<file path="src/rtl/loader_pkg.sv">
// Shared definitions for the instruction-memory loader: FSM states,
// bytes per instruction word and the default instruction address width.
package loader_pkg;

  typedef enum logic [2:0] {
    ST_HDR  = 3'd0,
    ST_DATA = 3'd1,
    ST_CSUM = 3'd2,
    ST_RUN  = 3'd3,
    ST_DONE = 3'd4,
    ST_ERR  = 3'd5
  } loader_state_t;

  localparam int BYTES_PER_WORD = 4;
  localparam int BYTE_CNT_W     = $clog2(BYTES_PER_WORD);
  localparam int DEFAULT_ADDR_W = 17;

endpackage

</file>
<file path="src/rtl/inst_mem_loader_byte_assembler.sv">
// Big-endian byte-to-word assembler. Bytes shift in MSB first; the 4th byte
// of a word is presented combinationally together with a one-cycle
// word-valid strobe. A synchronous clear restarts word alignment; a clear
// that coincides with a valid byte keeps that byte as byte 0 of a new word.
module byte_assembler
  import loader_pkg::*;
(
  input  logic        i_clk,
  input  logic        i_rstn,
  input  logic        i_clear,
  input  logic        i_valid,
  input  logic [7:0]  i_byte,
  output logic [31:0] o_word,
  output logic        o_word_valid
);

  logic [23:0]           r_shift;
  logic [BYTE_CNT_W-1:0] r_cnt;

  // Word is the three buffered bytes plus the byte arriving now.
  always_comb begin
    o_word       = {r_shift, i_byte};
    o_word_valid = i_valid && !i_clear &&
                   (r_cnt == BYTE_CNT_W'(BYTES_PER_WORD - 1));
  end

  // Shift register and byte position; the counter wraps after the 4th byte.
  always_ff @(posedge i_clk or negedge i_rstn) begin
    if (!i_rstn) begin
      r_shift <= '0;
      r_cnt   <= '0;
    end else if (i_clear) begin
      r_shift <= i_valid ? {16'h0000, i_byte} : 24'h000000;
      r_cnt   <= i_valid ? BYTE_CNT_W'(1) : '0;
    end else if (i_valid) begin
      r_shift <= {r_shift[15:0], i_byte};
      r_cnt   <= r_cnt + 1'b1;
    end
  end

endmodule

</file>
<file path="src/rtl/inst_mem_loader.sv">
// Instruction-memory loader. Receives a UART byte stream (word count N,
// then N big-endian words), writes the words to instruction BRAM while the
// core is held in reset, then hands the BRAM address port to the fetch
// stage and releases the core. After the core halts, a new stream reloads.
// Optional feature macro: LOADER_CHECKSUM_EN adds a trailing XOR checksum
// byte over all instruction bytes; a mismatch parks the loader in ERR.
module inst_mem_loader
  import loader_pkg::*;
#(
  parameter int                ADDR_W    = DEFAULT_ADDR_W,
  parameter logic [ADDR_W-1:0] BASE_ADDR = '0
) (
  input  logic              i_clk,
  input  logic              i_rstn,
  input  logic              i_rx_valid,
  input  logic [7:0]        i_rx_data,
  input  logic [ADDR_W-1:0] i_fetch_addr,
  input  logic              i_core_halt,
  output logic [ADDR_W-1:0] o_mem_addr,
  output logic [31:0]       o_mem_wdata,
  output logic              o_mem_we,
  output logic              o_core_rstn,
  output logic              o_fetch_enable,
  output logic              o_loaded,
  output logic              o_error
);

  loader_state_t r_state;
  loader_state_t w_next_state;

  logic [ADDR_W:0]   r_word_idx;
  logic [ADDR_W:0]   r_word_count;
  logic [ADDR_W:0]   w_idx_next;
  logic [ADDR_W-1:0] r_mem_addr;
  logic [31:0]       r_mem_wdata;
  logic              r_mem_we;

  logic              w_data_active;
  logic              w_asm_valid;
  logic              w_reload;
  logic [31:0]       w_word;
  logic              w_word_valid;
  logic              w_hdr_oversize;
  logic              w_hdr_zero;

`ifdef LOADER_CHECKSUM_EN
  logic [7:0]        r_csum;
`endif

  // Byte routing: data bytes are only accepted while words remain, and a
  // byte arriving in DONE restarts the stream as header byte 0.
  always_comb begin
    w_data_active  = (r_state == ST_DATA) && (r_word_idx != r_word_count);
    w_reload       = (r_state == ST_DONE) && i_rx_valid;
    w_asm_valid    = i_rx_valid &&
                     ((r_state == ST_HDR) || w_data_active || (r_state == ST_DONE));
    w_idx_next     = r_word_idx + 1'b1;
    w_hdr_oversize = ({1'b0, w_word} > (33'd1 << ADDR_W));
    w_hdr_zero     = (w_word == 32'h0000_0000);
  end

  byte_assembler u_byte_assembler (
    .i_clk        (i_clk),
    .i_rstn       (i_rstn),
    .i_clear      (w_reload),
    .i_valid      (w_asm_valid),
    .i_byte       (i_rx_data),
    .o_word       (w_word),
    .o_word_valid (w_word_valid)
  );

  // State register.
  always_ff @(posedge i_clk or negedge i_rstn) begin
    if (!i_rstn) begin
      r_state <= ST_HDR;
    end else begin
      r_state <= w_next_state;
    end
  end

  // Next-state logic and state-decoded outputs; RUN/DONE give the address
  // port to the fetch stage combinationally.
  always_comb begin
    w_next_state   = r_state;
    o_mem_addr     = r_mem_addr;
    o_core_rstn    = 1'b0;
    o_fetch_enable = 1'b0;
    o_loaded       = 1'b0;
    o_error        = 1'b0;
    case (r_state)
      ST_HDR: begin
        if (w_word_valid) begin
          if (w_hdr_oversize) begin
            w_next_state = ST_ERR;
          end else if (w_hdr_zero) begin
`ifdef LOADER_CHECKSUM_EN
            w_next_state = ST_CSUM;
`else
            w_next_state = ST_RUN;
`endif
          end else begin
            w_next_state = ST_DATA;
          end
        end
      end
      ST_DATA: begin
`ifdef LOADER_CHECKSUM_EN
        if (w_word_valid && (w_idx_next == r_word_count)) begin
          w_next_state = ST_CSUM;
        end
`else
        if (r_word_idx == r_word_count) begin
          w_next_state = ST_RUN;
        end
`endif
      end
`ifdef LOADER_CHECKSUM_EN
      ST_CSUM: begin
        if (i_rx_valid) begin
          w_next_state = (i_rx_data == r_csum) ? ST_RUN : ST_ERR;
        end
      end
`endif
      ST_RUN: begin
        o_mem_addr     = i_fetch_addr;
        o_core_rstn    = 1'b1;
        o_fetch_enable = 1'b1;
        o_loaded       = 1'b1;
        if (i_core_halt) begin
          w_next_state = ST_DONE;
        end
      end
      ST_DONE: begin
        o_mem_addr  = i_fetch_addr;
        o_core_rstn = 1'b1;
        o_loaded    = 1'b1;
        if (i_rx_valid) begin
          w_next_state = ST_HDR;
        end
      end
      ST_ERR: begin
        o_error = 1'b1;
      end
      default: begin
        w_next_state = ST_HDR;
      end
    endcase
  end

  // Load datapath: word count capture, registered BRAM write port and
  // word index; a reload from DONE restarts everything at BASE_ADDR.
  always_ff @(posedge i_clk or negedge i_rstn) begin
    if (!i_rstn) begin
      r_word_idx   <= '0;
      r_word_count <= '0;
      r_mem_addr   <= BASE_ADDR;
      r_mem_wdata  <= '0;
      r_mem_we     <= 1'b0;
    end else begin
      r_mem_we <= 1'b0;
      if (w_reload) begin
        r_word_idx   <= '0;
        r_word_count <= '0;
        r_mem_addr   <= BASE_ADDR;
      end else if ((r_state == ST_HDR) && w_word_valid) begin
        r_word_count <= w_word[ADDR_W:0];
      end else if ((r_state == ST_DATA) && w_word_valid) begin
        r_mem_we    <= 1'b1;
        r_mem_wdata <= w_word;
        r_mem_addr  <= BASE_ADDR + r_word_idx[ADDR_W-1:0];
        r_word_idx  <= w_idx_next;
      end
    end
  end

`ifdef LOADER_CHECKSUM_EN
  // Running XOR over every accepted instruction byte.
  always_ff @(posedge i_clk or negedge i_rstn) begin
    if (!i_rstn) begin
      r_csum <= '0;
    end else if (w_reload) begin
      r_csum <= '0;
    end else if (w_data_active && i_rx_valid) begin
      r_csum <= r_csum ^ i_rx_data;
    end
  end
`endif

  assign o_mem_wdata = r_mem_wdata;
  assign o_mem_we    = r_mem_we;

endmodule

</file>
<file path="config.mk">
export PLATFORM = sky130hd
export DESIGN_NAME = inst_mem_loader
export DESIGN_NICKNAME = d
export VERILOG_FILES = /design/src/rtl/loader_pkg.sv /design/src/rtl/inst_mem_loader_byte_assembler.sv /design/src/rtl/inst_mem_loader.sv
export SDC_FILE = /design/constraint.sdc
export NUM_CORES = 1
export LEC_CHECK = 0
export BUFFER_PORTS_ARGS = -buffer_cell sky130_fd_sc_hd__buf_2
export CORE_MARGIN = 1.5
export CORE_UTILIZATION = 35
export CTS_BUF_LIST = sky130_fd_sc_hd__clkbuf_8
export DETAILED_ROUTE_END_ITERATION = 16
export MAX_ROUTING_LAYER = met4
export PLACE_DENSITY = 0.51
export SLEW_MARGIN = 25
export SYNTH_ARGS = -nofsm -noshare
export SYNTH_HDL_FRONTEND = slang
export SYNTH_SLANG_ARGS = --single-unit
export TNS_END_PERCENT = 10
</file>
<file path="constraint.sdc">
create_clock -name i_clk -period 4.35 [get_ports i_clk]
set_input_delay 0.87 -clock i_clk [delete_from_list [all_inputs] [get_ports i_clk]]
set_output_delay 0.87 -clock i_clk [all_outputs]
set_load 0.05 [all_outputs]
</file>
==> results of run 1 <==
## logic make-up after synthesis
| group | Yosys count |
|---|---|
| DFF | 115 |
| and+or+nand+nor | 164 |
| AOI/OAI and AO/OA | 85 |
| xor gates and xnor gates | 20 |
| buffers and inverters | 48 |
| adders and majority gates | 2 |
| muxes | 76 |
## synthesized netlist by cell type, types with 2 or more instances
master    count  area share [%]
dfrtp_1     115              53
nand2_1      98             6.8
mux2_2       55              11
o21ai_0      44             4.1
nand3_1      17             1.6
xnor2_1      16             2.6
a21oi_1      14             1.3
buf_2        14             1.3
clkbuf_1     14            0.97
inv_1        13            0.90
a31oi_1      11             1.3
mux2_1       11             2.3
mux2i_1      10             1.9
nor2_1        8            0.56
nor4_1        7            0.81
nand2b_1      6            0.69
nand4_1       6            0.69
and4_1        4            0.65
buf_4         4            0.56
nor3_1        4            0.37
xor2_1        4            0.65
a21o_1        3            0.42
and2_1        3            0.35
and3_1        3            0.35
buf_6         3            0.63
o211ai_1      3            0.42
or3_1         3            0.35
a41oi_1       2            0.32
ha_1          2            0.46
or4_1         2            0.28
## placed cells by master (no fill, tap or decap), types with 7 or more instances in the layout
cell type and instances:
dfrtp_1 115, nand2_1 98, buf_2 81, mux2_2 55
o21ai_0 44, clkbuf_8 21, xnor2_1 16, nand3_1 16
inv_1 15, a21oi_1 14, mux2_1 11, a31oi_1 11
mux2i_1 10, buf_4 9, nor2_1 8, nor4_1 7
## layer usage
layer	global-route usage [%]	up-vias	wire (um)
met5	-	-	0
met4	6.283	0	191
met3	4.313	20	582
met2	25.61	113	5700
met1	22.56	1986	5917
li1	-	1921	-
## worst paths after layout
kind / startpoint / to / slack (ns) / depth (start not counted)
max: r_state[2]$_DFFE_PN0P_ / o_mem_addr[0] / 0.73 / 5
min: i_rstn / r_word_idx[4]$_DFFE_PN0P_ / 0.49 / 1
max reg2reg: r_word_idx[16]$_DFFE_PN0P_ / r_word_idx[15]$_DFFE_PN0P_ / 1.66 / 8
min reg2reg: o_mem_wdata[12]$_DFFE_PN0P_ / o_mem_wdata[12]$_DFFE_PN0P_ / 0.50 / 1
max in group asynchronous: i_rstn / o_mem_wdata[2]$_DFFE_PN0P_ / 2.98 / 2
min in group i_clk: o_mem_wdata[12]$_DFFE_PN0P_ / o_mem_wdata[12]$_DFFE_PN0P_ / 0.50 / 1
## power breakdown
group	switching (mW)	internal, mW
logic	1.36	0.698
registers	0.382	1.47
clock network	0.422	0.562
## area by class of cell
type	instances	area share, %
clock inverters	11	1.737
well taps	188	3.710
repair buffers	90	7.460
flip-flops and latches	115	45.39
clock buffers	21	4.559
inverters	13	0.7697
multi-input cells	347	36.37
## state kept, by name, indices dropped and copies added, names as in the netlist
signal,cells
o_mem_wdata,32
u_byte_assembler.r_shift,24
r_word_count,18
r_word_idx,18
r_mem_addr,17
r_state,3
u_byte_assembler.r_cnt,2
o_mem_we,1
## worst max-delay path: stages (launching register included)
cell	delay, ns
dfrtp_1	0.77
nand2_1	0.42
o21ai_1	0.25
buf_4	0.29
mux2_2	0.37
buf_2	0.21
## stage by stage
step / setup WS (ns) / instance area [um2] / total power, mW / instances / hold slack [ns]
final: 0.7329 / 6340 / 4.890 / 785 / 0.4929
after global routing: 0.5855 / 6340 / 5.207 / 785 / 0.5161
after CTS: 0.7342 / 6329 / 4.946 / 785 / 0.5025
after detailed placement: 1.235 / 5929 / 3.939 / 753 / 0.4902
after global placement: 1.236 / 5929 / 3.909 / 753 / 0.4886
after floorplan: 1.410 / 5403 / 3.419 / 510 / 0.4771
==> metrics.md, run 1 <==
| Metric | Value |
|---|---|
| Rel. slew slack | `51.53%` |
| Multi-input gate area | `2306 um2` |
| CTS H-tree lvls | `4` |
| # resized after CTS | `0` |
| Initial core utilization | `35.67%` |
| Longest Clk Path Bufs | `2` |
| Max Cap Viol | `0` |
| CP endpoint kind | `output port` |
| WL final | `12390 um` |
| Largest net degree at the start of global routing | `63` |
| Final Hold Viols | `0` |
| Register area share after synthesis | `53.27%` |
| Gr ovfl total | `0` |
| Primary FF master, synth | `dfrtp_1` |
| Adder-cell share of the synthesized area | `0.4632%` |
| ANT cells | `0` |
| Final RePlAce weighted congestion | `0.8141` |
| Share of layout cells above drive strength 1 | `29.98%` |
| Num CTS Buffers | `17` |
| Mapped Area | `5403 um2` |
| WL per Instance | `15.78 um` |
| Hold Crit Class | `primary input to asynchronous set/reset pin` |
| Xor and xnor area share after synthesis | `3.242%` |
| Largest family of logic cells by synthesized area | `multiplexers` |
| Setup CP Type | `register to output port` |
| Residual DRC | `0` |
| Fillers | `1519` |
| Core ar. | `15150 um2` |
| Synth Instances | `510` |
| Pwr dens | `771.3 nW/um2` |
| Worst EP arrival | `2.75 ns` |
| Startpoint Class | `register` |
| Yosys cell types | `41` |
| Min Tclk post-route | `3.617 ns` |
| Post-synth EDFFs | `0` |
| Reg clk slew, reported paths | `0.07 ns` |
| # Post-CTS Setup Buffers | `0` |
| Port Buffers | `82` |
| TritonCTS Sinks | `115` |
| Detail Placement HPWL | `8581 um` |
| Req. time, crit path | `3.48 ns` |
| Ys async rst share | `100.0%` |
| Total die area | `16190 um2` |
| Clk root buf | `clkbuf_8` |
| DRT iter0 DRCs | `220` |
| First-pass GRT wire length | `21000 um` |
| P&R area growth vs syn | `17.35%` |
| Final setup TNS | `0 ns` |
| Clock Skew | `0.01174 ns` |
| Syn Area/Cell | `10.59 um2` |
| Layout Nets | `615` |
| Critical Path Fanout Max | `21` |
| Status | `finished clean` |
| Vias per inst | `5.146` |
| Row count | `45` |
| Net count of the mapped netlist | `541` |
| Vias post-DR | `4040` |
| Leak | `2.978 nW` |
| Initial antenna violation count | `0` |
| Final core utilization | `41.86%` |
| Slew Limit Fails | `0` |
| Post-synthesis compound-gate area fraction | `9.194%` |
| Register bit count reported by yosys | `115` |
| Tcrit/Tclk final | `83.15%` |
| Mux contribution to synthesized area | `15.61%` |
| Simple-gate share of the synthesized area | `13.87%` |
| Yosys warnings | `0` |
| Least-Margin Pin Slew | `0.7270 ns` |
| Io pins | `83` |
| FF/Latch Area | `2878 um2` |
| GRT Overall Usage | `17.11%` |
| Worst-Skew Late Latency | `0.44 ns` |
| Die height | `127.2 um` |
| Die W | `127.2 um` |
| Drt pass-1 iters | `5` |
| Routed Antenna Nets | `0` |
| Number of global-route vias before repair | `3993` |
| Worst vdd ir | `0.0004534 V` |
| CTS tree | `done` |
| RSZ-0062 raised after global routing | `false` |
| FMAX | `276.5 MHz` |
| Final setup viols | `0` |
| Hold_buf cts | `0` |
Note: power is estimated with default switching activity, not from simulation.
==> run 2, diff against run 1 <==
- PLACE_DENSITY: 0.51 -> 0.53
- clock period: 4.35 -> 2.9 ns (I/O delays scaled with it)
==> metrics.md, run 2 (synthesis results as in run 1) <==
| Metric | Value |
|---|---|
| Reg clk slew, reported paths | `0.07 ns` |
| Post-route cell area | `6455 um2` |
| Clk root buf | `clkbuf_8` |
| Hold_buf cts | `0` |
| Num CTS Buffers | `17` |
| Placed Area | `5988 um2` |
| Final setup viols | `0` |
| Io pins | `83` |
| Worst vdd ir | `0.0006458 V` |
| Max Cap Viol | `0` |
| Hold Crit Class | `primary input to asynchronous set/reset pin` |
| Rel. slew slack | `51.34%` |
| Final setup TNS | `0 ns` |
| Number of global-route vias before repair | `3995` |
| Worst EP arrival | `2.14 ns` |
| Final RePlAce weighted congestion | `0.7755` |
| Pwr dens | `1170 nW/um2` |
| R2R cell count | `7` |
| Residual DRC | `0` |
| Layout Nets | `620` |
| Least-Margin Pin Slew | `0.7298 ns` |
| Startpoint Class | `register` |
| Critical Path Fanout Max | `19` |
| Reg-to-reg endpoint | `r_word_idx[17]$_DFFE_PN0P_` |
| CTS H-tree lvls | `4` |
| Total power | `7.549 mW` |
| Total die area | `16190 um2` |
| Share of layout cells above drive strength 1 | `30.23%` |
| Port Buffers | `82` |
| Req. time, crit path | `2.32 ns` |
| Routed Antenna Nets | `0` |
| Post-Place Cells | `757` |
| P&R area growth vs syn | `19.48%` |
| Final Hold Viols | `0` |
| CP endpoint kind | `output port` |
| ANT cells | `0` |
| First-pass GRT wire length | `20610 um` |
| Initial antenna violation count | `0` |
| Longest Clk Path Bufs | `2` |
| Worst-Skew Late Latency | `0.43 ns` |
| Status | `finished clean` |
| Vias post-DR | `3985` |
| FMAX | `367.9 MHz` |
| Initial core utilization | `35.67%` |
| Most frequent cells in the layout | `dfrtp_1 (115), nand2_1 (98), buf_2 (81)` |
| Clock Skew | `0.009102 ns` |
| Final non-filler cell total | `790` |
| Drt pass-1 iters | `4` |
| Core ar. | `15150 um2` |
| Setup CP Type | `register to output port` |
| Fillers | `1479` |
| DRT iter0 DRCs | `226` |
| TritonCTS Sinks | `115` |
| Slew Limit Fails | `0` |
| Die height | `127.2 um` |
| Die W | `127.2 um` |
| RSZ-0062 raised after global routing | `false` |
| WL per Instance | `15.68 um` |
| GRT Overall Usage | `16.80%` |
| WL final | `12390 um` |
| Min Tclk post-route | `2.718 ns` |
| CTS tree | `done` |
| Vias per inst | `5.044` |
| Row count | `45` |
| Gr ovfl total | `0` |
| Reg2Reg Setup Slack | `0.48 ns` |
| Commonest non-fill, non-tap cell in the layout | `dfrtp_1` |
| Final core utilization | `42.62%` |
| R2r startpoint | `r_word_idx[3]$_DFFE_PN0P_` |
| Max reg flops | `32` |
| Tcrit/Tclk final | `93.73%` |
| Leak | `3.027 nW` |
| Detail Placement HPWL | `8575 um` |
| Largest net degree at the start of global routing | `63` |
-- run 2: changes by cell type in the layout (fill, tap and decap cells not counted), sizes merged --
cell	change
clkbuf	-1
buf	+5
clkinv	-5
inv	+2
bufinv	+2
clkinvlp	+2
-- run 2: worst max-delay path by stage --
stage / slack, ns / endpoint / startpoint
6_report: 0.18 / o_mem_addr[5] / r_state[1]$_DFFE_PN0P_
5_1_grt: 0.09 / o_mem_addr[3] / r_state[1]$_DFFE_PN0P_
4_1_cts: 0.17 / o_mem_addr[1] / r_state[1]$_DFFE_PN0P_
3_5_place_dp: 0.21 / o_mem_addr[13] / r_state[1]$_DFFE_PN0P_
3_3_place_gp: 0.31 / o_mem_addr[13] / r_state[1]$_DFFE_PN0P_
2_1_floorplan: 0.25 / o_mem_addr[10] / r_state[1]$_DFFE_PN0P_
-- run 2: layer usage --
metal / global-route usage, % / routed length [um] / part of all wire (%) / vias to the layer above
li1: - / - / - / 1937
met1: 22.16 / 6040 / 49 / 1918
met2: 24.87 / 5543 / 45 / 115
met3: 4.397 / 595 / 4.8 / 15
met4: 6.484 / 208 / 1.7 / 0
met5: - / 0 / 0 / -
-- run 2: area by class of cell --
| cell class | count | area, um2 | share of cell area, % |
|---|---|---|---|
| clock inverters | 12 | 163.9 | 2.539 |
| flip-flops and latches | 115 | 2878 | 44.58 |
| repair buffers | 95 | 548.0 | 8.490 |
| well taps | 188 | 235.2 | 3.644 |
| inverters | 13 | 48.80 | 0.7560 |
| multi-input cells | 347 | 2306 | 35.72 |
| clock buffers | 20 | 275.3 | 4.264 |
-- run 2: power by group --
group	total [mW]	internal [mW]	switching, mW
combinational	3.16	1.09	2.07
clock	1.64	0.993	0.646
sequential	2.75	2.20	0.546
-- run 2: critical path, stage by stage (launching register included) --
cell	delay (ns)
dfrtp_1	0.56
nand2_1	0.22
o21ai_4	0.21
buf_12	0.17
mux2_2	0.34
buf_2	0.21
-- run 2: stage by stage --
stage / hold WS, ns / worst slack [ns]
after global placement: 0.4861 / 0.3120
after global routing: 0.2688 / 0.08535
after floorplan: 0.2844 / 0.2502
after detailed placement: 0.4878 / 0.2076
final: 0.2240 / 0.1819
after CTS: 0.2289 / 0.1657
-- run 2: repair_timing --
item	in CTS	in global routing
gates resized for setup	1	0
setup buffers	1	0
setup endpoints to repair	19	0
